==> src/rtl/mux8bit_arb_pkg.sv <==
// ----------------------------------------------------------------------------
// mux8bit_arb_pkg
// Shared types and constants for the mux8bit round-robin arbiter slice.
//   state_t : arbiter ownership state (IDLE / OWN0 / OWN1), 2 bits
//   DATA_W  : datapath byte width
//   STAT_W  : grant statistics counter width
// ----------------------------------------------------------------------------
package mux8bit_arb_pkg;

    localparam int DATA_W = 8;
    localparam int STAT_W = 16;

    typedef enum logic [1:0] {
        IDLE = 2'd0,
        OWN0 = 2'd1,
        OWN1 = 2'd2
    } state_t;

endpackage

==> src/rtl/mux8bit.sv <==
// ----------------------------------------------------------------------------
// mux8bit
// Plain 2:1 byte selector.
// Ports:
//   i0  : input byte selected when sel = 0
//   i1  : input byte selected when sel = 1
//   sel : select
//   y   : selected byte
// ----------------------------------------------------------------------------
module mux8bit
    import mux8bit_arb_pkg::*;
(
    input  logic [DATA_W-1:0] i0,
    input  logic [DATA_W-1:0] i1,
    input  logic              sel,
    output logic [DATA_W-1:0] y
);

    assign y = sel ? i1 : i0;

endmodule

==> src/rtl/mux8bit_rr_arbiter.sv <==
// ----------------------------------------------------------------------------
// mux8bit_rr_arbiter
// Shares one mux8bit between two valid/ready requesters. Round-robin
// arbitration with bounded burst ownership; the selected byte is captured in
// a one-entry output register with a valid/ready handshake.
//
// Handshake: a byte moves on any interface in a cycle where valid and ready
// are both high at the rising clock edge. reqN_ready is only asserted when
// reqN_valid is high, the output stage can load, and N holds the grant.
// Upstream data/valid may change freely while not acknowledged.
//
// Parameters:
//   BURST_MAX : beats a requester may keep the grant while the other waits (1..15)
//   CNT_W     : beat counter width, must hold BURST_MAX
//
// Ports:
//   clk, rst_n             : clock, asynchronous active-low reset
//   req0_valid/data/ready  : requester 0 (mux input i0)
//   req1_valid/data/ready  : requester 1 (mux input i1)
//   out_valid/data/src     : registered selected byte and its source
//   out_ready              : downstream consumes out_data
//   stat_cnt0/stat_cnt1    : saturating grant counters
//
// Build option: define MUX8BIT_ARB_STATS_EN to enable the grant counters;
// otherwise stat_cnt0/stat_cnt1 are tied to zero and no counter flops exist.
// ----------------------------------------------------------------------------
module mux8bit_rr_arbiter
    import mux8bit_arb_pkg::*;
#(
    parameter int BURST_MAX = 4,
    parameter int CNT_W     = 4
) (
    input  logic              clk,
    input  logic              rst_n,
    input  logic              req0_valid,
    input  logic [DATA_W-1:0] req0_data,
    output logic              req0_ready,
    input  logic              req1_valid,
    input  logic [DATA_W-1:0] req1_data,
    output logic              req1_ready,
    output logic              out_valid,
    output logic [DATA_W-1:0] out_data,
    output logic              out_src,
    input  logic              out_ready,
    output logic [STAT_W-1:0] stat_cnt0,
    output logic [STAT_W-1:0] stat_cnt1
);

    localparam logic [CNT_W-1:0] BURST_LIM = CNT_W'(BURST_MAX);

    state_t            state;
    logic [CNT_W-1:0]  cnt;
    logic              last;     // most recent grantee; contention goes to !last

    logic              can_load;
    logic              g;        // granted requester
    logic              g_any;    // some requester holds the grant
    logic              hold;     // current owner continues its burst
    logic              xfer;
    logic [DATA_W-1:0] mux_y;

    assign can_load = !out_valid || out_ready;

    always_comb begin
        g     = 1'b0;
        g_any = 1'b0;
        hold  = 1'b0;
        if (state == OWN0 && req0_valid && cnt < BURST_LIM) begin
            g     = 1'b0;
            g_any = 1'b1;
            hold  = 1'b1;
        end else if (state == OWN1 && req1_valid && cnt < BURST_LIM) begin
            g     = 1'b1;
            g_any = 1'b1;
            hold  = 1'b1;
        end else if (req0_valid && req1_valid) begin
            g     = !last;
            g_any = 1'b1;
        end else if (req0_valid) begin
            g     = 1'b0;
            g_any = 1'b1;
        end else if (req1_valid) begin
            g     = 1'b1;
            g_any = 1'b1;
        end
    end

    assign req0_ready = can_load && g_any && !g && req0_valid;
    assign req1_ready = can_load && g_any &&  g && req1_valid;
    assign xfer       = req0_ready || req1_ready;

    mux8bit u_mux (
        .i0  (req0_data),
        .i1  (req1_data),
        .sel (g),
        .y   (mux_y)
    );

    // A burst that hit its limit with no competitor falls through to the
    // single-requester path (hold=0), so the re-grant restarts cnt at 1.
    always_ff @(posedge clk or negedge rst_n) begin
        if (!rst_n) begin
            state     <= IDLE;
            cnt       <= '0;
            last      <= 1'b1;
            out_valid <= 1'b0;
            out_data  <= '0;
            out_src   <= 1'b0;
        end else if (can_load) begin
            if (xfer) begin
                out_data  <= mux_y;
                out_src   <= g;
                out_valid <= 1'b1;
                last      <= g;
                if (hold) begin
                    cnt <= cnt + CNT_W'(1);
                end else begin
                    state <= g ? OWN1 : OWN0;
                    cnt   <= CNT_W'(1);
                end
            end else begin
                out_valid <= 1'b0;
                state     <= IDLE;
                cnt       <= '0;
            end
        end
    end

`ifdef MUX8BIT_ARB_STATS_EN
    logic [STAT_W-1:0] stat0_q;
    logic [STAT_W-1:0] stat1_q;

    always_ff @(posedge clk or negedge rst_n) begin
        if (!rst_n) begin
            stat0_q <= '0;
            stat1_q <= '0;
        end else begin
            if (req0_ready && stat0_q != {STAT_W{1'b1}})
                stat0_q <= stat0_q + STAT_W'(1);
            if (req1_ready && stat1_q != {STAT_W{1'b1}})
                stat1_q <= stat1_q + STAT_W'(1);
        end
    end

    assign stat_cnt0 = stat0_q;
    assign stat_cnt1 = stat1_q;
`else
    assign stat_cnt0 = '0;
    assign stat_cnt1 = '0;
`endif

endmodule
==> config.mk <==
export PLATFORM = sky130hd
export DESIGN_NAME = mux8bit_rr_arbiter
export DESIGN_NICKNAME = d
export VERILOG_FILES = /design/src/rtl/mux8bit_arb_pkg.sv /design/src/rtl/mux8bit.sv /design/src/rtl/mux8bit_rr_arbiter.sv
export SDC_FILE = /design/constraint.sdc
export NUM_CORES = 1
export LEC_CHECK = 0
export CORE_ASPECT_RATIO = 1.75
export CORE_MARGIN = 2
export CORE_UTILIZATION = 41
export CTS_BUF_LIST = sky130_fd_sc_hd__clkbuf_4 sky130_fd_sc_hd__clkbuf_8 sky130_fd_sc_hd__clkbuf_16
export CTS_CLUSTER_DIAMETER = 120
export DETAILED_ROUTE_END_ITERATION = 12
export HOLD_SLACK_MARGIN = 0.08
export PLACE_DENSITY_LB_ADDON = 0.3
export SLEW_MARGIN = 20
export SYNTH_ARGS = -nofsm -noshare
export SYNTH_HDL_FRONTEND = slang
export SYNTH_HIERARCHICAL = 1
export SYNTH_SLANG_ARGS = --single-unit
==> constraint.sdc <==
create_clock -name clk -period 5.7 [get_ports clk]
set_clock_uncertainty 0.15 [all_clocks]
set_input_delay 0.855 -clock clk [delete_from_list [all_inputs] [get_ports clk]]
set_output_delay 0.855 -clock clk [all_outputs]
set_load 0.05 [all_outputs]
==> results of run 1 <==
-- layout make-up --
cell class	instances	area share
multi-input combinational	100	0.4162
sequential	17	0.2976
timing repair buffer	33	0.2286
clock buffer	4	0.03403
tap	27	0.02356
-- flip-flops by register name (all words and copies together) (netlist names) --
register and cells:
cnt 4, out_valid 1, out_src 1, state 2, out_data 8, last 1
-- report_power, final --
group          leakage [nW]  switching (mW)  internal, mW
registers             0.209          0.0129         0.140
clock network        0.0262          0.0361        0.0542
logic                 0.481           0.137        0.0690
total                 0.716           0.186         0.263
-- stage by stage --
step,area [sq um],total power [mW],setup WS [ns],hold WS [ns]
2_1_floorplan,1279,0.3242,2.743,0.3050
3_3_place_gp,1385,0.3583,1.612,0.3112
3_5_place_dp,1385,0.3615,1.567,0.3135
4_1_cts,1434,0.4533,1.537,0.3356
5_1_grt,1434,0.4734,1.476,0.3539
6_report,1434,0.4497,1.545,0.3316
-- per-layer routing --
metal  global-route usage  wire length [microns]
met1               0.1376                    717
met2               0.2745                   1229
met3              0.02670                    148
met4              0.04714                      0
met5                    0                      0
-- worst max-delay path by stage --
| stage | slack (ns) | depth (start not counted) | startpoint | endpoint |
|---|---|---|---|---|
| detailed placement | 1.57 | 5 | req1_valid | req1_ready |
| global placement | 1.61 | 5 | req1_valid | req1_ready |
| finish | 1.54 | 5 | req1_valid | req1_ready |
| floorplan | 2.74 | 4 | req0_valid | req0_ready |
| global route | 1.48 | 5 | req1_valid | req1_ready |
| CTS | 1.54 | 5 | req1_valid | req1_ready |
-- synth_stat cells (all sizes together) (2+ instances only) --
cell	count
nand2	30
nand3b	2
mux2	9
dfrtp	16
o21ai	2
a21o	3
or2	2
a21oi	4
buf	33
nor2	6
-- cells by family after synthesis --
group	Yosys count	synth area share
AO/OA/AOI/OAI	13	0.1055
XOR/XNOR	1	0.007536
adder cells (fa/ha/maj)	1	0.01076
buffers and inverters	34	0.2196
flip-flops	17	0.3671
multiplexers	9	0.1130
other	1	0.003226
AND/OR/NAND/NOR	44	0.1733
-- worst max-delay path: cells and delay by family --
| family | cells | cell delay (ns) |
|---|---|---|
| AND/OR/NAND/NOR | 2 | 0.50 |
| buffers and inverters | 2 | 1.43 |
| AO/OA/AOI/OAI | 1 | 0.36 |
==> summary.txt, run 1 <==
Logic synthesis
  – Synthesized flop and latch total: 17
  – Netlist cell types: 27
  – Synth top area share: 0.3445
  – Yosys warns: 6
  – Synth Area per Inst: 9.686 sq um
  – Asr flop ratio synth: 1.000
  – Synth Instances: 120
  – Sequential fraction of the synthesis area: 0.3671
  – Synth Cell Area: 0.001162 sq mm
  – Top cell type by total area after synthesis: dfrtp_1
  – Post-synth top flop: dfrtp_1
  – Area contributors post-synth: dfrtp_1 (34%), buf_4 (21%), mux2_4 (10%)
  – EDFF count, synth: 0

Worst setup path
  – Largest stage delay, worst path: 0.87 ns
  – Worst Path Required: 4.70 ns
  – Data arrival, critical path: 3.15 ns
  – CP startpoint kind: primary input
  – Reg-to-reg startpoint: state[0]
  – CP Cell Sequence: clkdlybuf4s50_1, nand3b_1, or2_4, a311oi_4, clkdlybuf4s50_1
  – R2r worst-path depth: 6
  – CP Max Fanout: 6
  – CP most frequent cell: clkdlybuf4s50_1
  – End of the worst register-to-register path: out_data[0]
  – Worst Setup End Kind: primary output
  – Crit-path slowest cell: clkdlybuf4s50_1
  – Flop2flop setup slack: 3.20 ns
  – Crit Path Class: primary input to primary output

Placed design
  – IO Port Bufs: 32
  – Routability Congestion: about 0.8
  – DPL Wire Length: 1.793 mm
  – Placed Cells: approximately 180

Layout
  – Layout area overhead: 23.36%
  – Filler cells: 260
  – Layout cells sized above 1: 0.1299
  – N_diodes: 0
  – Commonest non-fill, non-tap cells in the layout: conb_1 (32), clkdlybuf4s50_1 (32), nand2_1 (30)
  – Final non-filler cell total: 181
  – Final Util: 0.5330
  – Area of the multi-input gates: 596.8 sq um
  – Nets@finish: 177
  – Register Area: 426.7 sq um

Timing
  – Fin. Hold Viols: 0
  – Final setup fails: 0
  – TNS Setup: 0 ns
  – Worst-margin pin slew: 1.036 ns
  – Fmax: 0.2407 GHz
  – Slew margin rel.: 0.3093
  – Final period util: 0.7290
  – Min Tclk post-route: roughly 4.2 ns
  – RSZ-0062 raised after global routing: false
  – Max-slew violations: 0

CTS
  – Clock Path Buffers: 2
  – CTS buffer count: 3
  – Worst-path clk slew: ~0.06 ns
  – Htree depth: 1
  – Number of clock sinks: 17
  – CTS tree: built
  – Hold bufs inserted after CTS: 0
  – # resized after CTS: 0
  – Setup Buffers After CTS: 0
  – Clock Tree Root: clkbuf_8
  – Clk_lat worst skew: 0.24 ns

Floorplan
  – Die H: 74.44 microns
  – Area of the die: 0.003294 sq mm
  – Core region area: 0.002690 sq mm
  – IO Count: 65
  – Die W: 44.25 microns
  – # rows: 25
  – Initial Util: 0.4321

Route
  – Via Count: a little over 800
  – Vias per inst: 4.541
  – Drt wl/cell: roughly 12 microns
  – Antenna violation net count after detailed routing: 0
  – Final WL: 2.096 mm
  – First drt pass iteration count: 2
  – DR iter-0 viols: 7
  – DRC: 0

Global route
  – Vias in the first global route: 817
  – Largest net degree at the start of global routing: 18
  – First-pass GRT wire length: 3.491 mm
  – GRT Total Usage: 0.1391
  – Initial antenna violation count: 0
  – Grt ovf: 0

Power
  – PD cells: 313.6 mW/mm^2
  – Max IR drop VDD: 0.1706 mV
  – Leak: 0.7159 nW

Hold path
  – Hold wc startpoint: out_data[7]
  – Hold path endpoint: out_data[7]
  – Hold WC Path Type: flip-flop to flip-flop
  – Worst Hold Path Cells: 2

Run status
  – Run status: finished clean

Run
  – Max-cap viol count: 0
Note: power is estimated with default switching activity, not from simulation.
==> inputs of run 2 (changes only) <==
--- a/config.mk
+++ b/config.mk
@@ -7,7 +7,7 @@
 export LEC_CHECK = 0
 export CORE_ASPECT_RATIO = 1.75
 export CORE_MARGIN = 2
-export CORE_UTILIZATION = 41
+export CORE_UTILIZATION = 38
 export CTS_BUF_LIST = sky130_fd_sc_hd__clkbuf_4 sky130_fd_sc_hd__clkbuf_8 sky130_fd_sc_hd__clkbuf_16
 export CTS_CLUSTER_DIAMETER = 120
 export DETAILED_ROUTE_END_ITERATION = 12
==> constraint.sdc (replaced) <==
create_clock -name clk -period 3.9 [get_ports clk]
set_clock_uncertainty 0.15 [all_clocks]
set_input_delay 0.585 -clock clk [delete_from_list [all_inputs] [get_ports clk]]
set_output_delay 0.585 -clock clk [all_outputs]
set_load 0.05 [all_outputs]
==> run 2 against run 1 <==
Combinational power increased by 48%. Global-route usage is 1.6 points lower. Clock-buffer cell count stayed put. Cell count grew 1.1%. Register-to-register slack worse by 1.3 ns. Total power increased by 47%. Setup slack got worse by 1.1 ns. Wire length is 2.3% higher. Largest power group unchanged.
==> summary.txt, run 2 (same netlist as run 1, synthesis figures left out) <==
CTS
  – Worst-path clk slew: 0.06 ns (about the same)
  – Setup Buffers After CTS: 0 (unchanged)
  – Number of clock sinks: 17 (unchanged)
  – Hold bufs inserted after CTS: 0 (unchanged)
  – CTS tree: built (unchanged)
  – # resized after CTS: 0 (unchanged)
  – Clk_lat worst skew: 0.24 ns (about the same)
  – Htree depth: 1 (unchanged)
  – Clock Path Buffers: 2 (unchanged)
  – Clock Tree Root: clkbuf_8 (unchanged)
  – CTS buffer count: 3 (unchanged)

Route
  – Via Count: 824 (was 822)
  – DR iter-0 viols: 11 (was 7)
  – DRC: 0 (unchanged)
  – Antenna violation net count after detailed routing: 0 (unchanged)
  – Drt wl/cell: 11.72 microns (was 11.58 microns)
  – Final WL: 2.145 mm (was 2.096 mm)
  – Vias per inst: 4.503 (was 4.541)
  – First drt pass iteration count: 4 (was 2)

Worst setup path
  – CP Max Fanout: 6 (unchanged)
  – Worst Setup End Kind: primary output (unchanged)
  – Cell family with most CP delay: buffers and inverters (unchanged)
  – End of the worst register-to-register path: out_data[0] (unchanged)
  – Worst Path Required: 3.16 ns (was 4.70 ns)
  – WP buf/inv: 2 (unchanged)
  – Flop2flop setup slack: 1.86 ns (was 3.20 ns)
  – Crit-path slowest cell: clkdlybuf4s50_1 (unchanged)
  – Reg-to-reg startpoint: state[0] (unchanged)
  – Worst Setup EP: req0_ready (was req1_ready)
  – Crit Path Class: primary input to primary output (unchanged)
  – CP startpoint kind: primary input (unchanged)
  – Cell count along the critical path: 6 (was 5)
  – CP startpoint: req0_valid (was req1_valid)
  – CP Cell Sequence: clkdlybuf4s50_1, nand3b_2, nor2_1, a21oi_1, nor2_1, clkdlybuf4s50_1 (was clkdlybuf4s50_1, nand3b_1, or2_4, a311oi_4, clkdlybuf4s50_1)
  – Data arrival, critical path: 2.70 ns (was 3.15 ns)
  – R2r worst-path depth: 7 (was 6)
  – Largest stage delay, worst path: 0.80 ns (was 0.87 ns)

Floorplan
  – Core region area: 0.002928 sq mm (was 0.002690 sq mm)
  – Initial Util: 0.3970 (was 0.4321)
  – # rows: 26 (was 25)
  – Die H: 77.17 microns (was 74.44 microns)
  – IO Count: 65 (unchanged)
  – Area of the die: 0.003535 sq mm (was 0.003294 sq mm)
  – Die W: 45.81 microns (was 44.25 microns)

Layout
  – Nets@finish: 178 (was 177)
  – Layout cells sized above 1: 0.1419 (was 0.1299)
  – Layout area overhead: 23.90% (was 23.36%)
  – Final Util: 0.4919 (was 0.5330)
  – Commonest non-fill, non-tap cell in the layout: conb_1
  – Design area: 0.001440 sq mm (was 0.001434 sq mm)
  – Max FFs per register: 8 (unchanged)
  – Largest Register: out_data (unchanged)
  – Commonest non-fill, non-tap cells in the layout: conb_1 (32), clkdlybuf4s50_1 (31), nand2_1 (30) (was conb_1 (32), clkdlybuf4s50_1 (32), nand2_1 (30))
  – Biggest regs: out_data x8, cnt x4, state x2 (unchanged)
  – Final non-filler cell total: 183 (was 181)
  – N_diodes: 0 (unchanged)

Placed design
  – DPL Wire Length: 1.761 mm (was 1.793 mm)
  – Routability Congestion: 0.6971 (was 0.8008)
  – Post-DP Area: 0.001391 sq mm (was 0.001385 sq mm)
  – IO Port Bufs: 32 (unchanged)
  – Placed Cells: 179 (was 177)
  – Place WS: 0.4816 ns (was 1.567 ns)

Run
  – Max-cap viol count: 0 (unchanged)

Hold path
  – Hold WC Path Type: flip-flop to flip-flop (unchanged)

Run status
  – Run status: finished clean (unchanged)

Timing
  – Max-slew violations: 0 (unchanged)
  – Setup slack after layout: 0.4642 ns (was 1.545 ns)
  – Min Tclk post-route: 3.436 ns
  – Worst-margin pin slew: 0.7672 ns (was 1.036 ns)
  – Min Hold Slack: 0.3280 ns (was 0.3316 ns)
  – Fmax: 0.2911 GHz
  – RSZ-0062 raised after global routing: false (unchanged)
  – Fin. Hold Viols: 0 (unchanged)
  – Slew margin rel.: 0.4869 (was 0.3093)
  – Final period util: 0.8810
  – Final setup fails: 0 (unchanged)
  – TNS Setup: 0 ns (unchanged)

Global route
  – First-pass GRT wire length: 3.346 mm (was 3.491 mm)
  – Largest net degree at the start of global routing: 18 (unchanged)
  – Initial antenna violation count: 0 (unchanged)
  – Vias in the first global route: 770 (was 817)
  – GRT Total Usage: 0.1227 (was 0.1391)
  – Grt ovf: 0 (unchanged)

Power
  – PD cells: 458.6 mW/mm^2 (was 313.6 mW/mm^2)
  – Tot Pwr: 0.6605 mW (was 0.4497 mW)
  – Max IR drop VDD: 0.3556 mV (was 0.1706 mV)
  – Leak: 0.7225 nW (was 0.7159 nW)
## run 2: worst min path at each step
stage	from	to	slack [ns]	cells past startpoint
2_1_floorplan	rst_n	cnt[0]	0.14	0
3_3_place_gp	out_data[0]	out_data[0]	0.31	2
3_5_place_dp	out_data[0]	out_data[0]	0.32	2
4_1_cts	out_data[0]	out_data[0]	0.33	2
5_1_grt	out_data[2]	out_data[2]	0.35	2
6_report	out_data[0]	out_data[0]	0.33	2
## run 2: metal layers
metal / up-vias / routed length (microns) / part of all wire / GRT usage
met5: - / 0 / 0 / 0
met4: 0 / 12 / 0.0056 / 0.04000
met3: 2 / 135 / 0.063 / 0.02118
met2: 45 / 1163 / 0.54 / 0.2155
met1: 380 / 834 / 0.39 / 0.1422
li1: 397 / - / - / -
## run 2: report_power, final
part / leakage (nW) / total (mW) / switching (mW) / internal (mW)
clock network: 0.0262 / 0.133 / 0.0538 / 0.0791
logic: 0.487 / 0.304 / 0.202 / 0.102
registers: 0.209 / 0.224 / 0.0190 / 0.205
total: 0.722 / 0.660 / 0.274 / 0.386
## run 2: area by class of cell
| class | count | area [sq um] |
|---|---|---|
| Fill cell | 287 | 1488 |
| Sequential cell | 17 | 426.7 |
| Clock buffer | 4 | 48.80 |
| Multi-Input combinational cell | 100 | 596.8 |
| Tap cell | 28 | 35.03 |
| Timing Repair Buffer | 34 | 332.8 |
## run 2: worst reg2reg max path, stage by stage (launching register included)
cell and delay (ns):
dfrtp_1 0.41, nand3b_1 0.25, or2_4 0.30, a21oi_1 0.17, buf_4 0.23, mux2_4 0.31
nand2_1 0.06, nand2_1 0.05
==> inputs of run 3 (changes only) <==
==> constraint.sdc (replaced) <==
create_clock -name clk -period 3.9 [get_ports clk]
set_clock_uncertainty 0.15 [all_clocks]
set_input_delay 0.39 -clock clk [delete_from_list [all_inputs] [get_ports clk]]
set_output_delay 0.39 -clock clk [all_outputs]
set_load 0.05 [all_outputs]
==> run 3 against run 2 <==
Critical path depth decreased by 1. Via count increased by 1.5%. Largest cell class unchanged. Critical path type unchanged. Largest power group unchanged. Cell area increased by 0.17%. Clock-buffer cell count unchanged. Fmax increased by 5.9%.
==> summary.txt, run 3 (same netlist as run 1, synthesis figures left out) <==
Global route
  – Vias in the first global route: 829 (was 770)
  – GRT Total Usage: 0.1346 (was 0.1227)
  – Initial antenna violation count: 0 (unchanged)
  – Largest net degree at the start of global routing: 18 (unchanged)
  – Grt ovf: 0 (unchanged)
  – First-pass GRT wire length: 3.643 mm (was 3.346 mm)

Layout
  – Max FFs per register: 8 (unchanged)
  – Layout area overhead: 24.11% (was 23.90%)
  – Layout cells sized above 1: 0.1355 (was 0.1419)
  – Register Area: 426.7 sq um (unchanged)
  – Design area: 0.001443 sq mm (was 0.001440 sq mm)
  – Filler cells: 291 (was 287)
  – Final Util: 0.4927 (was 0.4919)
  – Nets@finish: 178 (unchanged)
  – Area of the multi-input gates: 596.8 sq um (unchanged)
  – N_diodes: 0 (unchanged)
  – Largest Register: out_data (unchanged)
  – Biggest regs: out_data x8, cnt x4, state x2 (unchanged)
  – Commonest non-fill, non-tap cells in the layout: conb_1 (32), clkdlybuf4s50_1 (32), nand2_1 (30) (was conb_1 (32), clkdlybuf4s50_1 (31), nand2_1 (30))

Timing
  – Slew margin rel.: 0.4794 (was 0.4869)
  – Worst-margin pin slew: 0.7784 ns (was 0.7672 ns)
  – Min Tclk post-route: 3.244 ns (was 3.436 ns)
  – Final setup fails: 0 (unchanged)
  – Fmax: 0.3082 GHz (was 0.2911 GHz)
  – TNS Setup: 0 ns (unchanged)
  – Fin. Hold Viols: 0 (unchanged)
  – RSZ-0062 raised after global routing: false (unchanged)
  – Max-slew violations: 0 (unchanged)
  – Final period util: 0.8319 (was 0.8810)

CTS
  – Hold bufs inserted after CTS: 0 (unchanged)
  – Clk_lat worst skew: 0.25 ns (was 0.24 ns)
  – Worst-path clk slew: 0.06 ns (about the same)
  – Clock Tree Root: clkbuf_8 (unchanged)
  – CTS buffer count: 3 (unchanged)
  – Htree depth: 1 (unchanged)
  – # resized after CTS: 0 (unchanged)
  – Setup Buffers After CTS: 0 (unchanged)
  – Number of clock sinks: 17 (unchanged)
  – CTS tree: built (unchanged)
  – Clock Path Buffers: 2 (unchanged)

Floorplan
  – IO Count: 65 (unchanged)
  – Core region area: 0.002928 sq mm (unchanged)
  – Die H: 77.17 microns (unchanged)
  – # rows: 26 (unchanged)
  – Area of the die: 0.003535 sq mm (unchanged)
  – Initial Util: 0.3970 (unchanged)
  – Die W: 45.81 microns (unchanged)

Worst setup path
  – Worst Setup End Kind: primary output (unchanged)
  – Crit Path Class: primary input to primary output (unchanged)
  – WP buf/inv: 2 (unchanged)
  – CP Max Fanout: 6 (unchanged)
  – Worst Path Required: 3.36 ns (was 3.16 ns)
  – Data arrival, critical path: 2.70 ns (about the same)
  – Cell family with most CP delay: buffers and inverters (unchanged)
  – CP startpoint kind: primary input (unchanged)
  – CP Cell Sequence: clkdlybuf4s50_1, nand3b_1, or2_4, a311oi_4, clkdlybuf4s50_1 (was clkdlybuf4s50_1, nand3b_2, nor2_1, a21oi_1, nor2_1, clkdlybuf4s50_1)
  – Largest stage delay, worst path: 0.87 ns (was 0.80 ns)
  – CP most frequent cell: clkdlybuf4s50_1
  – Crit-path slowest cell: clkdlybuf4s50_1 (unchanged)

Placed design
  – DPL Wire Length: 1.798 mm (was 1.761 mm)
  – Routability Congestion: 0.7775 (was 0.6971)
  – IO Port Bufs: 32 (unchanged)
  – Post-DP Area: 0.001394 sq mm (was 0.001391 sq mm)

Power
  – Switching power: 0.2792 mW (was 0.2745 mW)
  – Pint: 0.3868 mW (was 0.3860 mW)
  – Leak: 0.7209 nW (was 0.7225 nW)
  – PD cells: 461.7 mW/mm^2 (was 458.6 mW/mm^2)
  – Reg power frac: 0.335 (was 0.339)
  – Clock share of power: 0.207 (was 0.201)
  – Max IR drop VDD: 0.2516 mV (was 0.3556 mV)
  – Comb pwr share: 0.458 (was 0.460)
  – Tot Pwr: 0.6660 mW (was 0.6605 mW)
  – Sw Ratio: 0.4192 (was 0.4156)

Route
  – Drt wl/cell: 12.09 microns (was 11.72 microns)
  – First drt pass iteration count: 4 (unchanged)
  – Vias per inst: 4.568 (was 4.503)
  – DR iter-0 viols: 5 (was 11)
  – Top Metal Used: met4 (unchanged)
  – Met2 wire len: 1.226 mm (was 1.163 mm)
  – Antenna violation net count after detailed routing: 0 (unchanged)
  – Wire length on met3: 127 microns (was 135 microns)
  – DRC: 0 (unchanged)
  – M1 WL: 829 microns (was 834 microns)
  – Via Count: 836 (was 824)
  – Final WL: 2.213 mm (was 2.145 mm)

Hold path
  – Hold WC Path Type: flip-flop to flip-flop (unchanged)

Run status
  – Run status: finished clean (unchanged)

Run
  – Max-cap viol count: 0 (unchanged)
run 3: cell count changes in the layout (fill, tap and decap cells not counted):
| cell | before | now |
|---|---|---|
| buf_4 | 3 | 2 |
| clkdlybuf4s50_1 | 31 | 32 |
run 3: through the flow:
step / setup slack [ns] / hold WS (ns) / cells
floorplan: 1.733 / -0.05559 / 151
global placement: 0.7370 / 0.3117 / 179
detailed placement: 0.6955 / 0.3194 / 179
CTS: 0.6709 / 0.3349 / 183
global route: 0.5994 / 0.3574 / 183
finish: 0.6555 / 0.3264 / 183
run 3: per-layer routing:
layer / track usage / vias to the layer above
met4: 0.04571 / 0
met5: 0 / -
met1: 0.1574 / 392
li1: - / 393
met3: 0.02588 / 4
met2: 0.2324 / 47
run 3: final timing paths:
kind / start / to / slack (ns) / depth (start not counted)
min reg2reg: out_data[4] / out_data[4] / 0.33 / 2
max: req1_valid / req1_ready / 0.66 / 5
max in group asynchronous: rst_n / state[1] / 2.67 / 1
max reg2reg: state[0] / out_data[0] / 1.83 / 7
min: out_data[4] / out_data[4] / 0.33 / 2
min in group asynchronous: rst_n / out_data[7] / 0.44 / 1
run 3: tightest hold or removal path, cell delays in order (launching register included):
cell     delay, ns
dfrtp_1       0.34
nand2_1       0.05
nand2_1       0.05
run 3: area by class of cell:
type	count	area share
Multi-Input combinational cell	100	0.4137
Clock buffer	4	0.03382
Timing Repair Buffer	34	0.2324
Sequential cell	17	0.2958
Tap cell	28	0.02428
run 3: power groups by stage:
| stage | Clock [mW] | Combinational, mW | Sequential [mW] |
|---|---|---|---|
| 5_1_grt | 0.147 | 0.321 | 0.228 |
| 6_report | 0.138 | 0.305 | 0.223 |
| 3_3_place_gp | 0 | 0.301 | 0.225 |
| 3_5_place_dp | 0 | 0.306 | 0.226 |
| 4_1_cts | 0.141 | 0.307 | 0.223 |
| 2_1_floorplan | 0 | 0.188 | 0.285 |
